==> src/rtl/mmu09_bus_monitor_if.sv <==
// Signal bundle between the MMU09 CPU-side bus driver (master) and the bus monitor (slave):
// quadrature clocks, address/R/W/data, the capture FIFO read port and the status outputs.
interface mmu09_bus_monitor_if;
    logic        qclk;
    logic        eclk;
    logic [15:0] vadr;
    logic        rw;
    logic [7:0]  data;
    logic        out_valid;
    logic        out_ready;
    logic [15:0] out_addr;
    logic        out_rw;
    logic [7:0]  out_data;
    logic [31:0] cyc_count;
    logic        stop;
    logic        phase_err;
    logic        overflow;

    modport master (
        output qclk, eclk, vadr, rw, data, out_ready,
        input  out_valid, out_addr, out_rw, out_data, cyc_count, stop, phase_err, overflow
    );

    modport slave (
        input  qclk, eclk, vadr, rw, data, out_ready,
        output out_valid, out_addr, out_rw, out_data, cyc_count, stop, phase_err, overflow
    );
endinterface

==> src/rtl/mmu09_bus_monitor.sv <==
// Passive 6809 bus observer: checks the E/Q phase sequence, rebuilds each bus cycle and
// queues completed cycles in a small FIFO, with cycle counting and sticky stop/error flags.
module mmu09_bus_monitor #(
    parameter logic [15:0] STOP_ADDR  = 16'hFFF0,
    parameter int          FIFO_DEPTH = 4
) (
    input logic                clk,
    input logic                reset,
    mmu09_bus_monitor_if.slave bus
);
    localparam int               PTR_W      = $clog2(FIFO_DEPTH);
    localparam logic [PTR_W-1:0] PTR_ONE    = PTR_W'(1);
    localparam logic [PTR_W:0]   COUNT_ONE  = (PTR_W + 1)'(1);
    localparam logic [PTR_W:0]   FULL_COUNT = (PTR_W + 1)'(FIFO_DEPTH);

    localparam logic [2:0] ST_UNSYNC = 3'd0;
    localparam logic [2:0] ST_PH00   = 3'd1;
    localparam logic [2:0] ST_PH01   = 3'd2;
    localparam logic [2:0] ST_PH11   = 3'd3;
    localparam logic [2:0] ST_PH10   = 3'd4;

    localparam logic [1:0] PH_00 = 2'b00;
    localparam logic [1:0] PH_01 = 2'b01;
    localparam logic [1:0] PH_11 = 2'b11;
    localparam logic [1:0] PH_10 = 2'b10;

    logic        qS_q;
    logic        eS_q;
    logic [15:0] adrS_q;
    logic        rwS_q;
    logic [7:0]  datS_q;
    logic [1:0]  phaseP_q;
    logic [1:0]  phaseS;

    logic [2:0]  state_q, state_d;
    logic [15:0] addr_q, addr_d;
    logic        rwLat_q, rwLat_d;
    logic [1:0]  nextPhase;
    logic        cycDone;
    logic        phaseBad;

    logic [31:0] cycCount_q;
    logic        stop_q;
    logic        phaseErr_q;
    logic        overflow_q;

    logic [24:0]      mem_q [FIFO_DEPTH];
    logic [PTR_W-1:0] wrPtr_q;
    logic [PTR_W-1:0] rdPtr_q;
    logic [PTR_W:0]   count_q;
    logic             fifoFull;
    logic             doPop;
    logic             doPush;
    logic             dropEntry;

    // The input stage is a plain pipeline; it keeps sampling during reset so the FSM
    // resynchronises from the real bus phase rather than from a forced value.
    always_ff @(posedge clk) begin
        qS_q     <= bus.qclk;
        eS_q     <= bus.eclk;
        adrS_q   <= bus.vadr;
        rwS_q    <= bus.rw;
        datS_q   <= bus.data;
        phaseP_q <= {eS_q, qS_q};
    end

    assign phaseS = {eS_q, qS_q};

    always_comb begin
        case (state_q)
            ST_PH00: nextPhase = PH_01;
            ST_PH01: nextPhase = PH_11;
            ST_PH11: nextPhase = PH_10;
            default: nextPhase = PH_00;
        endcase
    end

    // A held phase is always legal; any change must be the single next step of the sequence.
    always_comb begin
        state_d  = state_q;
        addr_d   = addr_q;
        rwLat_d  = rwLat_q;
        cycDone  = 1'b0;
        phaseBad = 1'b0;
        if (state_q == ST_UNSYNC) begin
            if (phaseS == PH_00) begin
                state_d = ST_PH00;
            end
        end else if (state_q > ST_PH10) begin
            state_d = ST_UNSYNC;
        end else if (phaseS != phaseP_q) begin
            if (phaseS != nextPhase) begin
                phaseBad = 1'b1;
                state_d  = ST_UNSYNC;
            end else begin
                case (state_q)
                    ST_PH00: begin
                        state_d = ST_PH01;
                        addr_d  = adrS_q;
                        rwLat_d = rwS_q;
                    end
                    ST_PH01: state_d = ST_PH11;
                    ST_PH11: state_d = ST_PH10;
                    ST_PH10: begin
                        state_d = ST_PH00;
                        cycDone = 1'b1;
                    end
                    default: state_d = ST_UNSYNC;
                endcase
            end
        end
    end

    always_ff @(posedge clk) begin
        if (reset) begin
            state_q <= ST_UNSYNC;
            addr_q  <= '0;
            rwLat_q <= 1'b0;
        end else begin
            state_q <= state_d;
            addr_q  <= addr_d;
            rwLat_q <= rwLat_d;
        end
    end

    always_ff @(posedge clk) begin
        if (reset) begin
            cycCount_q <= '0;
            stop_q     <= 1'b0;
            phaseErr_q <= 1'b0;
            overflow_q <= 1'b0;
        end else begin
            if (cycDone) begin
                cycCount_q <= cycCount_q + 32'd1;
            end
            if (cycDone && (addr_q == STOP_ADDR)) begin
                stop_q <= 1'b1;
            end
            if (phaseBad) begin
                phaseErr_q <= 1'b1;
            end
            if (dropEntry) begin
                overflow_q <= 1'b1;
            end
        end
    end

    // A full FIFO still accepts a push when the head leaves on the same edge.
    assign fifoFull  = (count_q == FULL_COUNT);
    assign doPop     = (count_q != '0) && bus.out_ready;
    assign doPush    = cycDone && (!fifoFull || doPop);
    assign dropEntry = cycDone && fifoFull && !doPop;

    always_ff @(posedge clk) begin
        if (reset) begin
            wrPtr_q <= '0;
            rdPtr_q <= '0;
            count_q <= '0;
            for (int i = 0; i < FIFO_DEPTH; i++) begin
                mem_q[i] <= '0;
            end
        end else begin
            if (doPush) begin
                mem_q[wrPtr_q] <= {addr_q, rwLat_q, datS_q};
                wrPtr_q        <= wrPtr_q + PTR_ONE;
            end
            if (doPop) begin
                rdPtr_q <= rdPtr_q + PTR_ONE;
            end
            case ({doPush, doPop})
                2'b10:   count_q <= count_q + COUNT_ONE;
                2'b01:   count_q <= count_q - COUNT_ONE;
                default: count_q <= count_q;
            endcase
        end
    end

    assign bus.out_valid = (count_q != '0);
    assign bus.out_addr  = mem_q[rdPtr_q][24:9];
    assign bus.out_rw    = mem_q[rdPtr_q][8];
    assign bus.out_data  = mem_q[rdPtr_q][7:0];
    assign bus.cyc_count = cycCount_q;
    assign bus.stop      = stop_q;
    assign bus.phase_err = phaseErr_q;
    assign bus.overflow  = overflow_q;
endmodule

==> src/flat_wrapper.sv <==
// flat-port wrapper written by rule: the top's interface ports become plain ports
module mmu09_bus_monitor_flat 
#(
    parameter logic [15:0] STOP_ADDR  = 16'hFFF0,
    parameter int          FIFO_DEPTH = 4
)
  (clk, reset, bus_qclk, bus_eclk, bus_vadr, bus_rw, bus_data, bus_out_ready, bus_out_valid, bus_out_addr, bus_out_rw, bus_out_data, bus_cyc_count, bus_stop, bus_phase_err, bus_overflow);
  mmu09_bus_monitor_if bus_i ();
  input logic clk;
  input logic reset;
  input wire logic [$bits(bus_i.qclk)-1:0] bus_qclk;
  input wire logic [$bits(bus_i.eclk)-1:0] bus_eclk;
  input wire logic [$bits(bus_i.vadr)-1:0] bus_vadr;
  input wire logic [$bits(bus_i.rw)-1:0] bus_rw;
  input wire logic [$bits(bus_i.data)-1:0] bus_data;
  input wire logic [$bits(bus_i.out_ready)-1:0] bus_out_ready;
  output wire logic [$bits(bus_i.out_valid)-1:0] bus_out_valid;
  output wire logic [$bits(bus_i.out_addr)-1:0] bus_out_addr;
  output wire logic [$bits(bus_i.out_rw)-1:0] bus_out_rw;
  output wire logic [$bits(bus_i.out_data)-1:0] bus_out_data;
  output wire logic [$bits(bus_i.cyc_count)-1:0] bus_cyc_count;
  output wire logic [$bits(bus_i.stop)-1:0] bus_stop;
  output wire logic [$bits(bus_i.phase_err)-1:0] bus_phase_err;
  output wire logic [$bits(bus_i.overflow)-1:0] bus_overflow;
  assign bus_i.qclk = bus_qclk;
  assign bus_i.eclk = bus_eclk;
  assign bus_i.vadr = bus_vadr;
  assign bus_i.rw = bus_rw;
  assign bus_i.data = bus_data;
  assign bus_i.out_ready = bus_out_ready;
  assign bus_out_valid = bus_i.out_valid;
  assign bus_out_addr = bus_i.out_addr;
  assign bus_out_rw = bus_i.out_rw;
  assign bus_out_data = bus_i.out_data;
  assign bus_cyc_count = bus_i.cyc_count;
  assign bus_stop = bus_i.stop;
  assign bus_phase_err = bus_i.phase_err;
  assign bus_overflow = bus_i.overflow;
  mmu09_bus_monitor #(.STOP_ADDR(STOP_ADDR), .FIFO_DEPTH(FIFO_DEPTH)) u_core (.clk(clk), .reset(reset), .bus(bus_i));
endmodule
==> config.mk <==
export PLATFORM = sky130hd
export DESIGN_NAME = mmu09_bus_monitor_flat
export DESIGN_NICKNAME = d
export VERILOG_FILES = /design/src/rtl/mmu09_bus_monitor_if.sv /design/src/rtl/mmu09_bus_monitor.sv /design/src/flat_wrapper.sv
export SDC_FILE = /design/constraint.sdc
export NUM_CORES = 1
export LEC_CHECK = 0
export CAP_MARGIN = 20
export CORE_MARGIN = 8
export CORE_UTILIZATION = 25
export CTS_CLUSTER_DIAMETER = 50
export DETAILED_ROUTE_END_ITERATION = 8
export HOLD_SLACK_MARGIN = 0.06
export SYNTH_ARGS = -nofsm -noshare
export SYNTH_HDL_FRONTEND = slang
export SYNTH_SLANG_ARGS = --single-unit
==> constraint.sdc <==
create_clock -name clk -period 5.1 [get_ports clk]
set_input_delay 0.765 -clock clk [delete_from_list [all_inputs] [get_ports clk]]
set_output_delay 0.765 -clock clk [all_outputs]
set_load 0.01 [all_outputs]
### Word-level counts from Yosys, hierarchy flattened

Memory sizes are Yosys's and may differ from the RTL's. A register that Yosys moved wholly into a read port is not among the register bits.
Index checks and enable logic that the tools add are counted.

* bits in registers: 91
* RAM bits: 100
* memories: 1
* logic and storage cells: 80

* order comparisons: 1
* add/sub/neg operators: 5
* bitwise operators: 3
* muxes and demuxes: 27
* eq/ne operators: 11
* reduce and logical (&&, ||, !) cells: 16

Memories
* u_core.mem_q: words 4, width 25, read ports 1, clocked after memory_dff 1, wr ports 4, RTL line mmu09_bus_monitor.sv:47 `logic [24:0] mem_q [FIFO_DEPTH];`

Operators with widths (count)
* 32-bit by 1-bit adder with 32-bit output (second input constant): 1
* 25-bit 2-to-1 mux: 1
* 25-bit OR reduction: 1
* 16-bit equality test (second input constant): 1
* 1-bit 2-to-1 mux: 15
* 3-bit 2-to-1 mux: 5
* 3-bit case mux with 4 select lines: 1
* 3-bit by 2-bit equality test with 1-bit output (second input constant): 2
* 3-bit equality test (second input constant): 2
* 2-bit 2-to-1 mux: 3
* 2-bit case mux with 3 select lines: 1
* 3-bit case mux with 2 select lines: 1
* 3-bit nonzero test: 2
* 1-bit logical AND: 5
* 5-bit AND reduction: 1
* 2-bit by 1-bit adder with 2-bit output (second input constant): 2
* 2-bit != test: 2
* 3-bit by 1-bit adder with 3-bit output (second input constant): 1
* 3-bit by 1-bit equality test with 1-bit output (second input constant): 1
* 3-bit > comparator (second input constant): 1
* 3-bit logical NOT: 1
* 1-bit inverter: 3
* 3-bit by 1-bit subtractor with 3-bit output (second input constant): 1
* 2-bit by 1-bit equality test with 1-bit output (second input constant): 1
* 7 further kinds: 8

### Longest topological paths before layout

* depth after elaboration: 13
* gate-level depth with buffers: 13
* mapped depth without buffers: 12

### Worst setup path before layout

Ideal clock, no wire load.

* path kind: register to register
* start: reg u_core.state_q[1]
* end: mem u_core.mem_q[1][0], enable pin
* cell stages (with the launch flop): 10
* path slack: 1.771 ns
* arrival: 2.916 ns
* library setup time: 0.412 ns
* cells stage by stage: dfxtp_1 -> buf_4 -> nor2_1 -> inv_1 -> ha_1 -> nor2_1 -> o211a_1 -> a21boi_2 -> nand3_1 -> o21bai_1

RTL lines
* start, declared: RTL line mmu09_bus_monitor.sv:35 `logic [2:0] state_q, state_d;`
* start signal, assigned: RTL line mmu09_bus_monitor.sv:120 `state_q <= state_d;`
* end, declared: RTL line mmu09_bus_monitor.sv:47

==> out/metrics.cfg <==
[clock_network]
cts_tree=built
post_cts_resized=0
clk_latency_ns=0.44
post_cts_buffers=0
cts.sinks=193
h-tree-depth=4
path_clk_slew_ns=0.07
hold_buffers=0
cts_buffers=17
clock_path_buffers=2
cts-root-buf=clkbuf_16

[timing]
fin_crit_ns=3.441
rsz0062_at_grt=false
finalCritPeriodShare_pct=67.48
tightestPinTransition_ns=0.9629
setup_viol=0
setup_slack_ns=1.659
fin_setup_tns_ns=0
fmaxAchievable_ghz=0.2906
slew_headroom_pct=35.81
skew_ns=0.01268
hold_viol=0
maxSlewViolCount=0

[global_route]
grt_max_degree=70
grt_pass1_vias=4879
track_usage_pct=9.699
grt_pass1_wl_um=28370
overflow=0
antenna_found_initial=3

[routing]
route.antenna.remaining_nets=0
vias_per_cell=4.255
dr.pass1.iters=4
dr.first_iter.drc_count=302
drc=0
wirelength_um=17730
wl_per_cell_um=16.21
vias=4655

[synth]
yosysSeqAreaShare_pct=61.66
async_reset_ff_share_pct=0
syn-num-nets=631
yosys_warnings=0
synth_compound_area_share_pct=2.585
synth_top_cells_by_area=edfxtp_1 38%, dfxtp_1 24%, and2_1 7.4%
synth_xor_area_share_pct=4.440
ys.flop_type=edfxtp_1
syn_inst=596
post-synth-top-count-cell=edfxtp_1
ys_seq_elements=193
syn-cell-area_um2=7890
synth_common_cells=100 x edfxtp_1, 93 x and2_1, 93 x dfxtp_1
synth_edf_count=100
synth_mux_area_share_pct=9.689
synth_top_area_share_pct=38.06
synth_top_family_by_area=simple AND/OR/NAND/NOR gates
synth.distinct_cells=53
syn_avg_cell_area_um2=13.24
synthAdderAreaFrac_pct=0.8880
synth_top_cell_by_area=edfxtp_1
synthSimpleGateAreaFrac_pct=17.68

[place]
dp_slack_ns=1.469
gp_congestion=0.6995
hpwl_um=11360
io_buffers=90

[cells_and_area]
post_route_cells_drive_above_1_share_pct=13.01
nets=714
area_growth_pct=23.60
num_antenna_cells=0

[power]
leakage_nw=3.570
irDropWorstVdd_mv=0.2077
power_density_nw_per_um2=348.7

[setup_path]
cp-end-kind=flop
cp_slowest_cell=or2_2
r2r_cells=11
critical_path_required_ns=5.17
setup.worst_path.start_class=flop
critical_path_arrival_ns=3.51
worst_r2r_startpoint=u_core.state_q[0]
path_cells=nor2_1 > inv_1 > ha_1 > nor2_1 > o211a_1 > o21ai_2 > nor3_4 > buf_4 > nor3b_4 > buf_4 > or2_2
path_class=flop to flop
reg2reg_to=u_core.mem_q[0][6]
r2r_slack_ns=1.66
cp_max_fo=28
max_stage_delay_ns=0.59

[job]
drv_cap=0

[run_status]
status=completed

[floorplan]
row_count=65
start_util_pct=25.20
fp.dieW_um=193.7
die_h_um=193.7
pin_count=91
core_region_area_um2=31310
die_area_um2=37500

[hold_path]
holdPathStages=2
holdPathEnd=u_core.rwLat_q
hold_class=flop to flop
min-delay-start=u_core.rwS_q

## through the flow
stage | instances | hold WS [ns] | area, um^2 | power (mW) | utilization (%)
floorplan | 596 | 0.3507 | 7890 | 1.931 | -
global placement | 1061 | 0.4448 | 9135 | 2.077 | 29.17
detailed placement | 1061 | 0.4510 | 9135 | 2.082 | 29.17
CTS | 1093 | 0.4695 | 9737 | 3.444 | 31.10
global route | 1094 | 0.4801 | 9752 | 3.544 | 31.14
finish | 1094 | 0.4589 | 9752 | 3.401 | 31.14
## routing by layer
layer / up-vias / routed length (um) / share of wire (%) / track usage, %
met5: - / 40 / 0.23 / 0
met4: 6 / 171 / 0.96 / 2.908
met3: 18 / 1069 / 6.0 / 3.454
met2: 108 / 8405 / 47 / 15.57
met1: 2248 / 8042 / 45 / 12.10
li1: 2275 / - / - / -
## worst max-delay path by stage
| stage | endpoint | depth (start not counted) | start |
|---|---|---|---|
| global route | u_core.mem_q[0][18] | 11 | u_core.state_q[0] |
| CTS | u_core.mem_q[0][19] | 11 | u_core.state_q[0] |
| global placement | u_core.mem_q[0][14] | 8 | bus_out_ready |
| floorplan | u_core.mem_q[1][0] | 9 | u_core.state_q[1] |
| detailed placement | u_core.mem_q[0][19] | 8 | bus_out_ready |
| finish | u_core.mem_q[0][6] | 11 | u_core.state_q[0] |
## worst max-delay path, delay by kind of cell, from the launching register on
family / cells / cell delay [ns]
flip-flops: 1 / 0.37
AND/OR/NAND/NOR: 5 / 1.49
AO/OA/AOI/OAI: 2 / 0.33
adder cells (fa/ha/maj): 1 / 0.20
buffers and inverters: 3 / 0.67
## area by class of cell
type	instances	area, um^2
clock inverters	15	176.4
flip-flops and latches	193	4866
clock buffers	17	425.4
fillers	3084	21560
repair buffers	97	955.9
well taps	402	503.0
multi-input cells	360	2788
inverters	10	37.54
## sequential cells by signal, indices dropped and copies added (netlist names), named ones only
signal / count
u_core.eS_q: 1
u_core.rwS_q: 1
u_core.qS_q: 1
u_core.state_q: 3
u_core.rdPtr_q: 2
u_core.bus.stop: 1
u_core.mem_q: 100
u_core.addr_q: 16
u_core.count_q: 3
u_core.bus.phase_err: 1
u_core.wrPtr_q: 2
u_core.bus.overflow: 1
u_core.phaseP_q: 2
u_core.datS_q: 8
u_core.adrS_q: 16
u_core.rwLat_q: 1
u_core.bus.cyc_count: 32
## cells by family after synthesis
| kind of cell | count (synthesis) |
|---|---|
| fa+ha+maj | 5 |
| flops | 193 |
| simple gates | 244 |
| xor+xnor | 40 |
| mux | 45 |
| buf+inv | 43 |
| compound gates | 26 |
## where the power goes
part	total [mW]	internal [mW]	switching [mW]	leakage [nW]
combinational	0.301	0.171	0.130	1.49
clock	1.36	0.738	0.626	0.290
sequential	1.74	1.68	0.0566	1.79
total	3.40	2.59	0.812	3.57
## cell usage in the layout, fill, tap and decap left out, drive strengths merged, types with 5 or more instances in the layout
cell / instances
and2: 103
inv: 15
mux4: 25
o21ai: 6
nand4: 13
buf: 8
dfxtp: 93
nand3: 19
clkdlybuf4s50: 89
edfxtp: 100
xor2: 32
nand2: 10
clkbuf: 17
mux2i: 19
nor2: 64
clkinv: 6
xnor2: 8
a21oi: 5
and3: 9
Note: power is estimated with default switching activity, not from simulation.
